===== src/rtl/result_display_pkg.sv =====
// Shared constants for the result display: segment codes, page encoding and scan timing.
// Consumers: result_display (optionally built with LEADING_ZERO_BLANK_EN) and hex_to_7seg.
package result_display_pkg;

  localparam int unsigned REFRESH_DIV_DEFAULT = 50000;

  localparam logic PAGE_HI = 1'b0;
  localparam logic PAGE_LO = 1'b1;

  // Active-low {g,f,e,d,c,b,a}
  localparam logic [6:0] SEG_0     = 7'h40;
  localparam logic [6:0] SEG_1     = 7'h79;
  localparam logic [6:0] SEG_2     = 7'h24;
  localparam logic [6:0] SEG_3     = 7'h30;
  localparam logic [6:0] SEG_4     = 7'h19;
  localparam logic [6:0] SEG_5     = 7'h12;
  localparam logic [6:0] SEG_6     = 7'h02;
  localparam logic [6:0] SEG_7     = 7'h78;
  localparam logic [6:0] SEG_8     = 7'h00;
  localparam logic [6:0] SEG_9     = 7'h10;
  localparam logic [6:0] SEG_A     = 7'h08;
  localparam logic [6:0] SEG_B     = 7'h03;
  localparam logic [6:0] SEG_C     = 7'h46;
  localparam logic [6:0] SEG_D     = 7'h21;
  localparam logic [6:0] SEG_E     = 7'h06;
  localparam logic [6:0] SEG_F     = 7'h0E;
  localparam logic [6:0] SEG_BLANK = 7'h7F;

  localparam logic [3:0] AN_OFF = 4'b1111;

  // Active-low one-cold digit enable for digit index d.
  function automatic logic [3:0] an_decode(input logic [1:0] d);
    return ~(4'b0001 << d);
  endfunction

endpackage


===== src/rtl/hex_to_7seg.sv =====
// Purely combinational hex nibble to active-low 7-segment decoder.
module hex_to_7seg
  import result_display_pkg::*;
(
  input  logic [3:0] nib_i,
  output logic [6:0] seg_o
);

  always_comb begin
    seg_o = SEG_BLANK;
    case (nib_i)
      4'h0: seg_o = SEG_0;
      4'h1: seg_o = SEG_1;
      4'h2: seg_o = SEG_2;
      4'h3: seg_o = SEG_3;
      4'h4: seg_o = SEG_4;
      4'h5: seg_o = SEG_5;
      4'h6: seg_o = SEG_6;
      4'h7: seg_o = SEG_7;
      4'h8: seg_o = SEG_8;
      4'h9: seg_o = SEG_9;
      4'hA: seg_o = SEG_A;
      4'hB: seg_o = SEG_B;
      4'hC: seg_o = SEG_C;
      4'hD: seg_o = SEG_D;
      4'hE: seg_o = SEG_E;
      4'hF: seg_o = SEG_F;
      default: seg_o = SEG_BLANK;
    endcase
  end

endmodule


===== src/rtl/result_display.sv =====
// Captures the FP adder sum and scans one 16-bit half onto a 4-digit multiplexed display.
// Optional build macro LEADING_ZERO_BLANK_EN blanks leading zero digits of the shown half.
module result_display
  import result_display_pkg::*;
#(
  parameter int unsigned REFRESH_DIV = REFRESH_DIV_DEFAULT
) (
  input  logic        clk,
  input  logic        reset,
  input  logic [31:0] result,
  input  logic        load,
  input  logic        page,
  output logic [3:0]  an,
  output logic [6:0]  seg,
  output logic        dp,
  output logic        led_page
);

  localparam logic [15:0] PRE_LAST = 16'(REFRESH_DIV - 1);

  logic [31:0] cap_q, cap_d;
  logic        pg_q, pg_d;
  logic [15:0] pre_q, pre_d;
  logic [1:0]  dig_q, dig_d;
  logic [3:0]  an_q, an_d;
  logic [6:0]  seg_q, seg_d;
  logic        dp_q, dp_d;

  logic [15:0] half;
  logic [3:0]  nib;
  logic [6:0]  seg_raw;
  logic        blank;

  hex_to_7seg u_hex_to_7seg (
    .nib_i (nib),
    .seg_o (seg_raw)
  );

  // Load and page may coincide; both update so the new page shows the new capture.
  always_comb begin
    cap_d = load ? result : cap_q;
    pg_d  = page ? ~pg_q : pg_q;
    pre_d = pre_q + 16'd1;
    dig_d = dig_q;
    if (pre_q == PRE_LAST) begin
      pre_d = 16'd0;
      dig_d = dig_q + 2'd1;
    end
  end

  always_comb begin
    half  = (pg_q == PAGE_HI) ? cap_q[31:16] : cap_q[15:0];
    nib   = half[{dig_q, 2'b00} +: 4];
    blank = 1'b0;
`ifdef LEADING_ZERO_BLANK_EN
    case (dig_q)
      2'd1:    blank = (half[15:4]  == 12'd0);
      2'd2:    blank = (half[15:8]  == 8'd0);
      2'd3:    blank = (half[15:12] == 4'd0);
      default: blank = 1'b0;
    endcase
`endif
    an_d  = an_decode(dig_q);
    seg_d = blank ? SEG_BLANK : seg_raw;
    dp_d  = ~((dig_q == 2'd3) && (pg_q == PAGE_HI));
  end

  always_ff @(posedge clk or posedge reset) begin
    if (reset) begin
      cap_q <= 32'd0;
      pg_q  <= PAGE_HI;
      pre_q <= 16'd0;
      dig_q <= 2'd0;
      an_q  <= AN_OFF;
      seg_q <= SEG_BLANK;
      dp_q  <= 1'b1;
    end else begin
      cap_q <= cap_d;
      pg_q  <= pg_d;
      pre_q <= pre_d;
      dig_q <= dig_d;
      an_q  <= an_d;
      seg_q <= seg_d;
      dp_q  <= dp_d;
    end
  end

  assign an       = an_q;
  assign seg      = seg_q;
  assign dp       = dp_q;
  assign led_page = pg_q;

endmodule


===== config.mk =====
export PLATFORM = sky130hd
export DESIGN_NAME = result_display
export DESIGN_NICKNAME = d
export VERILOG_FILES = /design/src/rtl/result_display_pkg.sv /design/src/rtl/hex_to_7seg.sv /design/src/rtl/result_display.sv
export SDC_FILE = /design/constraint.sdc
export NUM_CORES = 1
export LEC_CHECK = 0
export CORE_UTILIZATION = 50
export CTS_BUF_LIST = sky130_fd_sc_hd__clkbuf_8
export DETAILED_ROUTE_END_ITERATION = 10
export HOLD_SLACK_MARGIN = 0.06
export PLACE_DENSITY = 0.82
export SLEW_MARGIN = 15
export SYNTH_ARGS = -nofsm -noshare
export SYNTH_HDL_FRONTEND = slang
export SYNTH_SLANG_ARGS = --single-unit
export TNS_END_PERCENT = 20

===== constraint.sdc =====
create_clock -name clk -period 3.7 [get_ports clk]
set_clock_uncertainty 0.2 [all_clocks]
set_input_delay 0.555 -clock clk [delete_from_list [all_inputs] [get_ports clk]]
set_output_delay 0.555 -clock clk [all_outputs]
set_load 0.05 [all_outputs]

==> flow_summary.html, run 1 <==
<table>
<tr><th>Metric</th><th>Value</th></tr>
<tr><th colspan="2">Setup path</th></tr>
<tr><td>Kind of end point of the critical path</td><td>flip-flop</td></tr>
<tr><td>Cell breakdown of the critical path</td><td>mux4_1 -&gt; mux2i_1 -&gt; inv_1 -&gt; ha_1 -&gt; inv_1 -&gt; mux2i_1 -&gt; a22o_2</td></tr>
<tr><td>Worst reg-to-reg setup slack</td><td>820 ps</td></tr>
<tr><td>Worst EP arrival</td><td>2940 ps</td></tr>
<tr><td>Critical Setup Path Class</td><td>flip-flop to flip-flop</td></tr>
<tr><td>Biggest cell delay along the critical path</td><td>660 ps</td></tr>
<tr><td>Total buffers and inverters traversed by the critical path</td><td>2</td></tr>
<tr><td>Critical-path top delay cell</td><td>dfrtp_1</td></tr>
<tr><td>Type of element launching the critical path</td><td>flip-flop</td></tr>
<tr><td>R2R cell count</td><td>7</td></tr>
<tr><td>Top delay family on crit path</td><td>multiplexers</td></tr>
<tr><td>Maximum fanout along the worst path</td><td>11</td></tr>
<tr><td>Critical R2R Capture</td><td>seg[5]</td></tr>
<tr><td>Origin of the critical flop-to-flop path</td><td>dig_q[0]</td></tr>
<tr><td>Data required time of the critical path</td><td>3760 ps</td></tr>
<tr><th colspan="2">Floorplan</th></tr>
<tr><td>Die H</td><td>79.3 µm</td></tr>
<tr><td>Initial Util</td><td>52.9%</td></tr>
<tr><td>Number of primary I/O pins</td><td>49</td></tr>
<tr><td>Rows</td><td>27</td></tr>
<tr><td>Die area</td><td>6280 µm²</td></tr>
<tr><td>Core area</td><td>5640 µm²</td></tr>
<tr><td>Floorplan die width</td><td>79.3 µm</td></tr>
<tr><th colspan="2">Final layout</th></tr>
<tr><td>Growth of design area from synthesis to finish</td><td>24.1%</td></tr>
<tr><td>Final Net Count</td><td>317</td></tr>
<tr><td>Filler cell count in the final layout</td><td>425</td></tr>
<tr><td>Share of cells above drive strength 1</td><td>26.9%</td></tr>
<tr><td>Number of antenna cells inserted</td><td>0</td></tr>
<tr><th colspan="2">Timing</th></tr>
<tr><td>Minimum setup slack in the final design</td><td>825 ps</td></tr>
<tr><td>Part of the cycle the worst path needs</td><td>77.7%</td></tr>
<tr><td>Transition time of the tightest slew-check pin</td><td>569 ps</td></tr>
<tr><td>RSZ-0062 raised after global routing</td><td>false</td></tr>
<tr><td>Final-report hold violation count</td><td>0</td></tr>
<tr><td>Max transition margin</td><td>61.0%</td></tr>
<tr><td>Setup Viol. Count Final</td><td>0</td></tr>
<tr><td>Final setup TNS</td><td>0 ps</td></tr>
<tr><td>Fmax</td><td>0.348 GHz</td></tr>
<tr><td>Total count of max-transition violations in the final report</td><td>0</td></tr>
<tr><td>Shortest period the worst path allows</td><td>2880 ps</td></tr>
<tr><th colspan="2">Synth</th></tr>
<tr><td>Number of standard cells after synthesis</td><td>215</td></tr>
<tr><td>Mean post-synth cell area</td><td>13.9 µm²</td></tr>
<tr><td>Post-Synthesis Net Count</td><td>262</td></tr>
<tr><td>Flop and latch count out of synthesis</td><td>63</td></tr>
<tr><td>Sequential cell area fraction in the yosys report</td><td>53.3%</td></tr>
<tr><td>Number of different library cells in the post-synthesis netlist</td><td>39</td></tr>
<tr><td>Warnings, synthesis</td><td>0</td></tr>
<tr><td>Synthesized cell area</td><td>2990 µm²</td></tr>
<tr><th colspan="2">Power</th></tr>
<tr><td>Static leakage</td><td>1.60 nW</td></tr>
<tr><td>Worst supply voltage drop on vdd</td><td>0.378 mV</td></tr>
<tr><td>Total power</td><td>1.94 mW</td></tr>
<tr><td>Pwr Density</td><td>524 nW/µm²</td></tr>
<tr><th colspan="2">Hold path</th></tr>
<tr><td>Min-Delay Path Depth</td><td>1</td></tr>
<tr><td>Path category of the worst min-delay check</td><td>flip-flop to flip-flop</td></tr>
<tr><td>Hold Startpoint</td><td>cap_q[12]</td></tr>
<tr><td>Endpoint of the worst hold path</td><td>cap_q[12]</td></tr>
<tr><th colspan="2">Placement</th></tr>
<tr><td>Global placement routability congestion</td><td>0.800</td></tr>
<tr><td>Port Buffers</td><td>48</td></tr>
<tr><td>Worst Setup Slack post-DPL</td><td>838 ps</td></tr>
<tr><td>HPWL after detailed placement</td><td>3820 µm</td></tr>
<tr><th colspan="2">GRT</th></tr>
<tr><td>Fraction of met2 tracks used by global routing</td><td>28.8%</td></tr>
<tr><td>Vias in the first global route</td><td>1892</td></tr>
<tr><td>Met1 track demand over resource</td><td>26.8%</td></tr>
<tr><td>Total congestion overflow</td><td>0</td></tr>
<tr><td>Number of antenna violations at the first check in global routing</td><td>0</td></tr>
<tr><td>Met3 track demand over resource</td><td>4.14%</td></tr>
<tr><td>Maximum number of pins on one net before global-route repair</td><td>33</td></tr>
<tr><td>Total routing resource utilization after global routing</td><td>19.6%</td></tr>
<tr><td>Peak-usage layer in the global routing report</td><td>met2</td></tr>
<tr><td>Wire length of the first global-routing pass</td><td>9090 µm</td></tr>
<tr><th colspan="2">Clock tree</th></tr>
<tr><td>Post-CTS setup buffers</td><td>0</td></tr>
<tr><td>Hold Buf Count CTS</td><td>0</td></tr>
<tr><td>TritonCTS clock tree</td><td>yes</td></tr>
<tr><td>Clk buf depth</td><td>2</td></tr>
<tr><td>Clock latency of the later-clocked register in the worst-skew pair</td><td>330 ps</td></tr>
<tr><td>Clock buffers created by TritonCTS</td><td>9</td></tr>
<tr><td>Maximum level of the CTS H-tree</td><td>3</td></tr>
<tr><td>Clock net sink count</td><td>63</td></tr>
<tr><td>Clk root buf</td><td>clkbuf_8</td></tr>
<tr><td>Register clock-pin slew on the reported worst setup and hold paths</td><td>70 ps</td></tr>
<tr><td>PostCTS Resize Cnt</td><td>0</td></tr>
<tr><th colspan="2">Drt</th></tr>
<tr><td>Post-detailed-route wirelength per cell</td><td>15.1 µm</td></tr>
<tr><td>Vias per cell</td><td>5.34</td></tr>
<tr><td>Final wirelength</td><td>5250 µm</td></tr>
<tr><td>First DRT Iteration DRCs</td><td>133</td></tr>
<tr><td>Pre-Repair DR Iteration Count</td><td>4</td></tr>
<tr><td>Remaining routing DRC violations</td><td>0</td></tr>
<tr><td>Count of vias placed by the detailed router</td><td>1852</td></tr>
<tr><td>Count of nets left with antenna violations after detail routing</td><td>0</td></tr>
<tr><th colspan="2">Status</th></tr>
<tr><td>Outcome</td><td>finished, final reports clean</td></tr>
<tr><th colspan="2">Job</th></tr>
<tr><td>Max-capacitance violation count</td><td>0</td></tr>
</table>
==> layout make-up <==
type,count,area (µm²),area share (%)
clock inverter,5,20.0,0.540
timing repair buffer,52,510,13.8
clock buffer,11,151,4.09
inverter,12,45.0,1.22
sequential,63,1590,43.0
multi-input combinational,132,1300,35.0
tap,72,90.1,2.43
==> flip-flops by register name, indices dropped and copies added, names as in the netlist <==
name      count
dig_q         2
cap_q        32
seg           7
led_page      1
an            4
dp            1
pre_q        16
==> through the flow <==
step	instances	instance area [µm²]	utilization, %	hold WS [ps]
after floorplan	215	2990	-	249
after global placement	331	3530	62.6	272
after detailed placement	331	3530	62.6	281
after CTS	347	3700	65.7	299
after global routing	347	3700	65.7	323
final	347	3700	65.7	300
==> cells by family (layout without fill, tap and decap cells) <==
kind of cell / count (synthesis) / count (layout) / synth area share, %
mux: 52 / 52 / 23.7
simple gates: 42 / 42 / 8.17
flops: 63 / 63 / 53.3
xor+xnor: 14 / 14 / 4.11
buf+inv: 20 / 80 / 3.27
compound gates: 13 / 13 / 2.81
fa+ha+maj: 11 / 11 / 4.61
==> routing by layer <==
metal	part of all wire [%]	vias to the layer above	routed length [µm]
met5	0	-	0
met4	2.1	0	108
met3	3.0	10	160
met2	47	45	2460
met1	48	920	2520
li1	-	877	-
==> synth_stat cells <==
cell | instances | area [µm²]
nor4_2 | 1 | 12.5
xnor2_1 | 6 | 52.6
mux2_2 | 34 | 383
and3_1 | 3 | 18.8
ha_1 | 11 | 138
xor2_1 | 8 | 70.1
o31ai_1 | 1 | 7.51
or4b_2 | 1 | 10.0
nor2_1 | 8 | 30.0
nor4_1 | 2 | 12.5
nand4_1 | 5 | 31.3
and4_1 | 1 | 8.76
nand2_1 | 6 | 22.5
a22o_1 | 1 | 8.76
nand3_1 | 6 | 30.0
nor3b_1 | 1 | 7.51
buf_6 | 2 | 22.5
dfstp_2 | 12 | 315
buf_4 | 2 | 15.0
or3_1 | 3 | 18.8
o2bb2ai_1 | 1 | 8.76
or4bb_1 | 2 | 22.5
inv_2 | 1 | 3.75
nand2b_1 | 1 | 6.26
clkbuf_1 | 1 | 3.75
dfrtp_1 | 51 | 1280
inv_1 | 11 | 41.3
buf_1 | 3 | 11.3
a211o_1 | 1 | 8.76
o21ai_0 | 5 | 25.0
mux2_4 | 1 | 15.0
mux2i_4 | 2 | 45.0
nor2b_1 | 2 | 12.5
a21oi_1 | 2 | 10.0
a22o_2 | 1 | 10.0
mux4_1 | 4 | 105
mux4_2 | 4 | 90.1
o21ai_1 | 1 | 5.00
mux2i_1 | 7 | 70.1
==> worst max path at each step <==
| stage | slack [ps] | cells after the start | from | to |
|---|---|---|---|---|
| 4_1_cts | 840 | 7 | dig_q[0] | seg[5] |
| 2_1_floorplan | 1260 | 7 | led_page | seg[0] |
| 3_3_place_gp | 990 | 7 | dig_q[0] | seg[5] |
| 6_report | 820 | 7 | dig_q[0] | seg[5] |
| 5_1_grt | 650 | 7 | dig_q[0] | seg[5] |
| 3_5_place_dp | 840 | 7 | dig_q[0] | seg[5] |
==> where the power goes <==
group	internal (mW)	leakage [nW]	total (mW)	switching, mW
Sequential	0.787	0.748	0.839	0.0523
Combinational	0.267	0.749	0.588	0.320
Clock	0.269	0.104	0.515	0.246
Total	1.32	1.60	1.94	0.619
==> cells in the final DEF (no fill, tap or decap) <==
master / count
a211o_1: 1
a21oi_1: 2
a22o_1: 1
a22o_2: 1
and3_1: 3
and4_1: 1
buf_4: 4
clkbuf_8: 11
clkdlybuf4s50_1: 48
clkinv_2: 1
dfrtp_1: 51
dfstp_2: 12
ha_1: 11
inv_1: 14
inv_2: 2
mux2_2: 34
mux2_4: 1
mux2i_1: 7
mux2i_4: 2
mux4_1: 4
mux4_2: 4
nand2_1: 6
nand2b_1: 1
nand3_1: 6
nand4_1: 5
nor2_1: 8
nor2b_1: 2
nor3b_1: 1
nor4_1: 2
nor4_2: 1
o21ai_0: 5
o21ai_1: 1
o2bb2ai_1: 1
o31ai_1: 1
or3_1: 3
or4b_2: 1
or4bb_1: 2
xnor2_1: 6
xor2_1: 8
Note: power is estimated with default switching activity, not from simulation.
==> inputs of run 2 (changes only) <==
Clock period 3.7 ns to 2.65 ns, I/O delays scaled along.
==> flow_summary.html, run 2 (same netlist as run 1, synthesis figures left out) <==
<table>
<tr><th>Metric</th><th>Value</th></tr>
<tr><th colspan="2">Setup path</th></tr>
<tr><td>Critical-path top delay cell</td><td>clkdlybuf4s50_1</td></tr>
<tr><td>Critical Setup Path Class</td><td>flip-flop to primary output</td></tr>
<tr><td>Type of element launching the critical path</td><td>flip-flop</td></tr>
<tr><td>Worst EP arrival</td><td>1880 ps (-1060 ps)</td></tr>
<tr><td>Top delay family on crit path</td><td>buffers and inverters</td></tr>
<tr><td>Biggest cell delay along the critical path</td><td>910 ps (+250 ps)</td></tr>
<tr><td>Worst reg-to-reg setup slack</td><td>250 ps (-570 ps)</td></tr>
<tr><td>Maximum fanout along the worst path</td><td>11 (unchanged)</td></tr>
<tr><td>Total buffers and inverters traversed by the critical path</td><td>1 (-1)</td></tr>
<tr><td>Kind of end point of the critical path</td><td>primary output</td></tr>
<tr><td>Cell breakdown of the critical path</td><td>clkdlybuf4s50_1</td></tr>
<tr><td>Data required time of the critical path</td><td>2050 ps (-1710 ps)</td></tr>
<tr><th colspan="2">Drt</th></tr>
<tr><td>Remaining routing DRC violations</td><td>0 (unchanged)</td></tr>
<tr><td>First DRT Iteration DRCs</td><td>110 (-17%)</td></tr>
<tr><td>Final wirelength</td><td>5200 µm (-0.99%)</td></tr>
<tr><td>Post-detailed-route wirelength per cell</td><td>14.8 µm (-2.1%)</td></tr>
<tr><td>Count of vias placed by the detailed router</td><td>1862 (+0.54%)</td></tr>
<tr><td>Vias per cell</td><td>5.30 (-0.61%)</td></tr>
<tr><td>Pre-Repair DR Iteration Count</td><td>4 (unchanged)</td></tr>
<tr><td>Count of nets left with antenna violations after detail routing</td><td>0 (unchanged)</td></tr>
<tr><th colspan="2">Power</th></tr>
<tr><td>Static leakage</td><td>1.63 nW (+1.5%)</td></tr>
<tr><td>Worst supply voltage drop on vdd</td><td>0.518 mV (+37%)</td></tr>
<tr><td>Pwr Density</td><td>726 nW/µm² (+38%)</td></tr>
<tr><th colspan="2">Floorplan</th></tr>
<tr><td>Initial Util</td><td>52.9% (unchanged)</td></tr>
<tr><td>Core area</td><td>5640 µm² (unchanged)</td></tr>
<tr><td>Number of primary I/O pins</td><td>49 (unchanged)</td></tr>
<tr><td>Floorplan die width</td><td>79.3 µm (unchanged)</td></tr>
<tr><td>Die area</td><td>6280 µm² (unchanged)</td></tr>
<tr><td>Rows</td><td>27 (unchanged)</td></tr>
<tr><td>Die H</td><td>79.3 µm (unchanged)</td></tr>
<tr><th colspan="2">Timing</th></tr>
<tr><td>Part of the cycle the worst path needs</td><td>93.5%</td></tr>
<tr><td>Total count of max-transition violations in the final report</td><td>0 (unchanged)</td></tr>
<tr><td>Final-report hold violation count</td><td>0 (unchanged)</td></tr>
<tr><td>Final setup TNS</td><td>0 ps (unchanged)</td></tr>
<tr><td>RSZ-0062 raised after global routing</td><td>false</td></tr>
<tr><td>Fmax</td><td>0.404 GHz</td></tr>
<tr><td>Transition time of the tightest slew-check pin</td><td>511 ps (-57.4 ps)</td></tr>
<tr><td>Max transition margin</td><td>65.8% (+4.8 points)</td></tr>
<tr><td>Setup Viol. Count Final</td><td>0 (unchanged)</td></tr>
<tr><td>Shortest period the worst path allows</td><td>2480 ps</td></tr>
<tr><th colspan="2">Final layout</th></tr>
<tr><td>Largest register FFs</td><td>32 (unchanged)</td></tr>
<tr><td>Final Net Count</td><td>321 (+1.3%)</td></tr>
<tr><td>Most frequent standard cell in the layout excluding fill and tap cells</td><td>dfrtp_1</td></tr>
<tr><td>Number of antenna cells inserted</td><td>0 (unchanged)</td></tr>
<tr><td>Cell area after layout</td><td>3750 µm² (+1.1%)</td></tr>
<tr><td>Largest Register</td><td>cap_q</td></tr>
<tr><td>Highest-count cells in the layout ignoring fill and taps</td><td>dfrtp_1 (51), clkdlybuf4s50_1 (48), mux2_2 (34), inv_1 (14), dfstp_2 (12)</td></tr>
<tr><td>Share of cells above drive strength 1</td><td>28.0% (+1.0 points)</td></tr>
<tr><td>Growth of design area from synthesis to finish</td><td>25.5%</td></tr>
<tr><th colspan="2">GRT</th></tr>
<tr><td>Fraction of met2 tracks used by global routing</td><td>29.1% (+0.34 points)</td></tr>
<tr><td>Number of antenna violations at the first check in global routing</td><td>0 (unchanged)</td></tr>
<tr><td>Total congestion overflow</td><td>0 (unchanged)</td></tr>
<tr><td>Wire length of the first global-routing pass</td><td>9030 µm (-0.68%)</td></tr>
<tr><td>Met1 track demand over resource</td><td>26.3% (-0.51 points)</td></tr>
<tr><td>Total routing resource utilization after global routing</td><td>19.5% (-0.10 points)</td></tr>
<tr><td>Met3 track demand over resource</td><td>5.40% (+1.3 points)</td></tr>
<tr><td>Peak-usage layer in the global routing report</td><td>met2</td></tr>
<tr><td>Vias in the first global route</td><td>1910 (+0.95%)</td></tr>
<tr><td>Maximum number of pins on one net before global-route repair</td><td>33 (unchanged)</td></tr>
<tr><th colspan="2">Clock tree</th></tr>
<tr><td>Register clock-pin slew on the reported worst setup and hold paths</td><td>60 ps (about the same)</td></tr>
<tr><td>Clk buf depth</td><td>2 (unchanged)</td></tr>
<tr><td>Clock latency of the later-clocked register in the worst-skew pair</td><td>330 ps (about the same)</td></tr>
<tr><td>Clock buffers created by TritonCTS</td><td>9 (unchanged)</td></tr>
<tr><td>Post-CTS setup buffers</td><td>0 (unchanged)</td></tr>
<tr><td>PostCTS Resize Cnt</td><td>0 (unchanged)</td></tr>
<tr><td>Clock net sink count</td><td>63 (unchanged)</td></tr>
<tr><td>TritonCTS clock tree</td><td>yes</td></tr>
<tr><td>Hold Buf Count CTS</td><td>0 (unchanged)</td></tr>
<tr><td>Maximum level of the CTS H-tree</td><td>3 (unchanged)</td></tr>
<tr><td>Clk root buf</td><td>clkbuf_8</td></tr>
<tr><th colspan="2">Hold path</th></tr>
<tr><td>Path category of the worst min-delay check</td><td>primary input to async pin</td></tr>
<tr><th colspan="2">Placement</th></tr>
<tr><td>Placed instance area</td><td>3580 µm² (+1.2%)</td></tr>
<tr><td>HPWL after detailed placement</td><td>3900 µm (+2.2%)</td></tr>
<tr><td>Port Buffers</td><td>48 (unchanged)</td></tr>
<tr><td>Global placement routability congestion</td><td>0.838 (+4.7%)</td></tr>
<tr><th colspan="2">Job</th></tr>
<tr><td>Max-capacitance violation count</td><td>0 (unchanged)</td></tr>
<tr><th colspan="2">Status</th></tr>
<tr><td>Outcome</td><td>finished, final reports clean</td></tr>
</table>
run 2: power by group:
part	switching (mW)	internal [mW]	total, mW
Clock	0.335	0.375	0.710
Combinational	0.444	0.394	0.838
Sequential	0.0731	1.10	1.17
Total	0.852	1.87	2.72
run 2: final timing paths:
path                                 from         to  cells past startpoint
worst min-delay path                reset   cap_q[9]                      2
worst max-delay path             led_page   led_page                      1
worst min register to register  pre_q[10]  pre_q[10]                      1
max in group asynchronous           reset      an[3]                      3
worst max register to register   dig_q[0]     seg[0]                      6
min in group clk                pre_q[10]  pre_q[10]                      1
run 2: layout make-up:
| class | instances | area [µm²] |
|---|---|---|
| Fill cell | 425 | 1890 |
| Sequential cell | 63 | 1590 |
| Multi-Input combinational cell | 132 | 1300 |
| Timing Repair Buffer | 56 | 553 |
| Clock buffer | 11 | 151 |
| Tap cell | 72 | 90.1 |
| Inverter | 12 | 45.0 |
| Clock inverter | 5 | 20.0 |
run 2: metrics by stage:
stage                     cells  setup slack (ps)  power [mW]  hold WS, ps  utilization [%]
after floorplan             215               209        1.78          249                -
after global routing        351               117        2.85          116             66.4
after CTS                   351               143        2.75         94.1             66.4
after detailed placement    335               245        2.03          281             63.4
final                       351               172        2.72          100             66.4
after global placement      335               331        2.02          272             63.4
run 2: routing by layer:
metal | vias to the layer above | wire (µm)
li1 | 884 | -
met1 | 920 | 2450
met2 | 49 | 2450
met3 | 9 | 199
met4 | 0 | 93
met5 | - | 0
==> inputs of run 3 (changes only) <==
--- a/constraint.sdc
+++ b/constraint.sdc
@@ -3,3 +3,3 @@
 set_input_delay 0.3975 -clock clk [delete_from_list [all_inputs] [get_ports clk]]
 set_output_delay 0.3975 -clock clk [all_outputs]
-set_load 0.05 [all_outputs]
+set_load 0.1 [all_outputs]
==> flow_summary.html, run 3 (same netlist as run 1, synthesis figures left out) <==
<table>
<tr><th>Metric</th><th>Value</th></tr>
<tr><th colspan="2">Drt</th></tr>
<tr><td>First DRT Iteration DRCs</td><td>101 (-8.2%)</td></tr>
<tr><td>Remaining routing DRC violations</td><td>0 (unchanged)</td></tr>
<tr><td>Post-detailed-route wirelength per cell</td><td>15.9 µm (+7.6%)</td></tr>
<tr><td>Count of vias placed by the detailed router</td><td>1899 (+2.0%)</td></tr>
<tr><td>Final wirelength</td><td>5600 µm (+7.6%)</td></tr>
<tr><td>Count of nets left with antenna violations after detail routing</td><td>0 (unchanged)</td></tr>
<tr><td>Pre-Repair DR Iteration Count</td><td>4 (unchanged)</td></tr>
<tr><td>Vias per cell</td><td>5.41 (+2.0%)</td></tr>
<tr><th colspan="2">Clock tree</th></tr>
<tr><td>Post-CTS setup buffers</td><td>0 (unchanged)</td></tr>
<tr><td>TritonCTS clock tree</td><td>yes</td></tr>
<tr><td>Clock buffers created by TritonCTS</td><td>9 (unchanged)</td></tr>
<tr><td>Register clock-pin slew on the reported worst setup and hold paths</td><td>70 ps (about the same)</td></tr>
<tr><td>Hold Buf Count CTS</td><td>0 (unchanged)</td></tr>
<tr><td>Clk root buf</td><td>clkbuf_8</td></tr>
<tr><td>Clock net sink count</td><td>63 (unchanged)</td></tr>
<tr><td>Clock latency of the later-clocked register in the worst-skew pair</td><td>350 ps (+20 ps)</td></tr>
<tr><td>Maximum level of the CTS H-tree</td><td>3 (unchanged)</td></tr>
<tr><td>PostCTS Resize Cnt</td><td>0 (unchanged)</td></tr>
<tr><td>Clk buf depth</td><td>2 (unchanged)</td></tr>
<tr><th colspan="2">Power</th></tr>
<tr><td>Worst supply voltage drop on vdd</td><td>0.808 mV (+56%)</td></tr>
<tr><td>Static leakage</td><td>1.63 nW (+0.12%)</td></tr>
<tr><td>Total power</td><td>3.05 mW (+12%)</td></tr>
<tr><td>Pwr Density</td><td>814 nW/µm² (+12%)</td></tr>
<tr><th colspan="2">GRT</th></tr>
<tr><td>Vias in the first global route</td><td>1997 (+4.6%)</td></tr>
<tr><td>Number of antenna violations at the first check in global routing</td><td>0 (unchanged)</td></tr>
<tr><td>Maximum number of pins on one net before global-route repair</td><td>33 (unchanged)</td></tr>
<tr><td>Wire length of the first global-routing pass</td><td>9450 µm (+4.7%)</td></tr>
<tr><td>Total congestion overflow</td><td>0 (unchanged)</td></tr>
<tr><td>Total routing resource utilization after global routing</td><td>20.9% (+1.4 points)</td></tr>
<tr><th colspan="2">Setup path</th></tr>
<tr><td>Data required time of the critical path</td><td>2730 ps (+680 ps)</td></tr>
<tr><td>Critical-path top delay cell</td><td>mux4_1</td></tr>
<tr><td>Critical Setup Path Class</td><td>flip-flop to flip-flop</td></tr>
<tr><td>Maximum fanout along the worst path</td><td>7 (-4)</td></tr>
<tr><td>Type of element launching the critical path</td><td>flip-flop</td></tr>
<tr><td>R2R cell count</td><td>6 (unchanged)</td></tr>
<tr><td>Kind of end point of the critical path</td><td>flip-flop</td></tr>
<tr><td>Biggest cell delay along the critical path</td><td>590 ps (-320 ps)</td></tr>
<tr><td>Cell breakdown of the critical path</td><td>mux4_1 -&gt; mux2i_1 -&gt; inv_1 -&gt; ha_1 -&gt; and3_1 -&gt; a211o_1</td></tr>
<tr><td>Worst EP arrival</td><td>2420 ps (+540 ps)</td></tr>
<tr><th colspan="2">Final layout</th></tr>
<tr><td>Largest Register</td><td>cap_q</td></tr>
<tr><td>Number of cells in the finished layout apart from fillers</td><td>351 (unchanged)</td></tr>
<tr><td>Most frequent standard cell in the layout excluding fill and tap cells</td><td>dfrtp_1</td></tr>
<tr><td>Growth of design area from synthesis to finish</td><td>25.4%</td></tr>
<tr><td>Largest register FFs</td><td>32 (unchanged)</td></tr>
<tr><td>Number of antenna cells inserted</td><td>0 (unchanged)</td></tr>
<tr><td>Cell area after layout</td><td>3740 µm² (-0.10%)</td></tr>
<tr><td>Highest-count cells in the layout ignoring fill and taps</td><td>dfrtp_1 (50), clkdlybuf4s50_1 (35), mux2_2 (34), buf_4 (20), dfstp_2 (12)</td></tr>
<tr><td>Filler cell count in the final layout</td><td>415 (-2.4%)</td></tr>
<tr><td>Final Net Count</td><td>321 (unchanged)</td></tr>
<tr><td>Share of cells above drive strength 1</td><td>34.1% (+6.1 points)</td></tr>
<tr><th colspan="2">Timing</th></tr>
<tr><td>Fmax</td><td>0.426 GHz (+5.5%)</td></tr>
<tr><td>Part of the cycle the worst path needs</td><td>88.6% (-4.9 points)</td></tr>
<tr><td>Max transition margin</td><td>68.7% (+2.9 points)</td></tr>
<tr><td>Transition time of the tightest slew-check pin</td><td>465 ps (-45.9 ps)</td></tr>
<tr><td>Shortest period the worst path allows</td><td>2350 ps (-129 ps)</td></tr>
<tr><td>RSZ-0062 raised after global routing</td><td>false</td></tr>
<tr><td>Final-report hold violation count</td><td>0 (unchanged)</td></tr>
<tr><td>Total count of max-transition violations in the final report</td><td>0 (unchanged)</td></tr>
<tr><td>Setup Viol. Count Final</td><td>0 (unchanged)</td></tr>
<tr><td>Final setup TNS</td><td>0 ps (unchanged)</td></tr>
<tr><th colspan="2">Floorplan</th></tr>
<tr><td>Number of primary I/O pins</td><td>49 (unchanged)</td></tr>
<tr><td>Floorplan die width</td><td>79.3 µm (unchanged)</td></tr>
<tr><td>Rows</td><td>27 (unchanged)</td></tr>
<tr><td>Die H</td><td>79.3 µm (unchanged)</td></tr>
<tr><td>Initial Util</td><td>52.9% (unchanged)</td></tr>
<tr><td>Core area</td><td>5640 µm² (unchanged)</td></tr>
<tr><td>Die area</td><td>6280 µm² (unchanged)</td></tr>
<tr><th colspan="2">Placement</th></tr>
<tr><td>Port Buffers</td><td>48 (unchanged)</td></tr>
<tr><td>Global placement routability congestion</td><td>0.791 (-5.7%)</td></tr>
<tr><td>Placed instance area</td><td>3540 µm² (-0.87%)</td></tr>
<tr><td>Number of placed instances, taps included</td><td>335 (unchanged)</td></tr>
<tr><td>HPWL after detailed placement</td><td>4100 µm (+5.1%)</td></tr>
<tr><th colspan="2">Job</th></tr>
<tr><td>Max-capacitance violation count</td><td>0 (unchanged)</td></tr>
<tr><th colspan="2">Status</th></tr>
<tr><td>Outcome</td><td>finished, final reports clean</td></tr>
<tr><th colspan="2">Hold path</th></tr>
<tr><td>Path category of the worst min-delay check</td><td>primary input to async pin</td></tr>
</table>
-- run 3: per-layer routing --
metal	vias to the layer above	GRT usage, %	part of all wire, %
met2	47	33.0	49
li1	889	-	-
met4	0	11.1	2.2
met3	12	6.67	4.1
met5	-	0	0
met1	951	25.5	44
-- run 3: cell type report --
| cell class | count | area (µm²) | share of cell area [%] |
|---|---|---|---|
| Multi-Input combinational cell | 132 | 1300 | 34.6 |
| Clock buffer | 10 | 138 | 3.68 |
| Sequential cell | 63 | 1590 | 42.5 |
| Tap cell | 72 | 90.1 | 2.41 |
| Inverter | 12 | 45.0 | 1.20 |
| Timing Repair Buffer | 56 | 520 | 13.9 |
| Clock inverter | 6 | 61.3 | 1.64 |
-- run 3: critical path: cells and delay by family, from the launching register on --
family	cells	cell delay [ps]
mux	2	850
flops	1	510
fa+ha+maj	1	230
compound gates	1	220
simple gates	1	160
buf+inv	1	100
-- run 3: worst paths after layout --
kind	from	slack [ps]	to
setup / recovery	dig_q[0]	300	seg[0]
hold / removal	reset	160	pre_q[15]
setup reg to reg	dig_q[0]	300	seg[0]
hold reg to reg	pre_q[13]	290	pre_q[13]
max in group asynchronous	reset	1450	seg[1]
min in group clk	pre_q[13]	290	pre_q[13]
-- run 3: where the power goes --
group          switching (mW)  total [mW]  internal, mW
Combinational           0.669        1.04         0.376
Clock                   0.376       0.830         0.454
Sequential             0.0721        1.17          1.10
-- run 3: metrics by stage --
stage | worst slack [ps] | utilization (%) | hold slack, ps
after floorplan | 160 | - | 249
after global placement | 351 | 62.8 | 277
after detailed placement | 293 | 62.8 | 282
after CTS | 283 | 66.4 | 157
after global routing | 144 | 66.4 | 173
final | 301 | 66.4 | 162
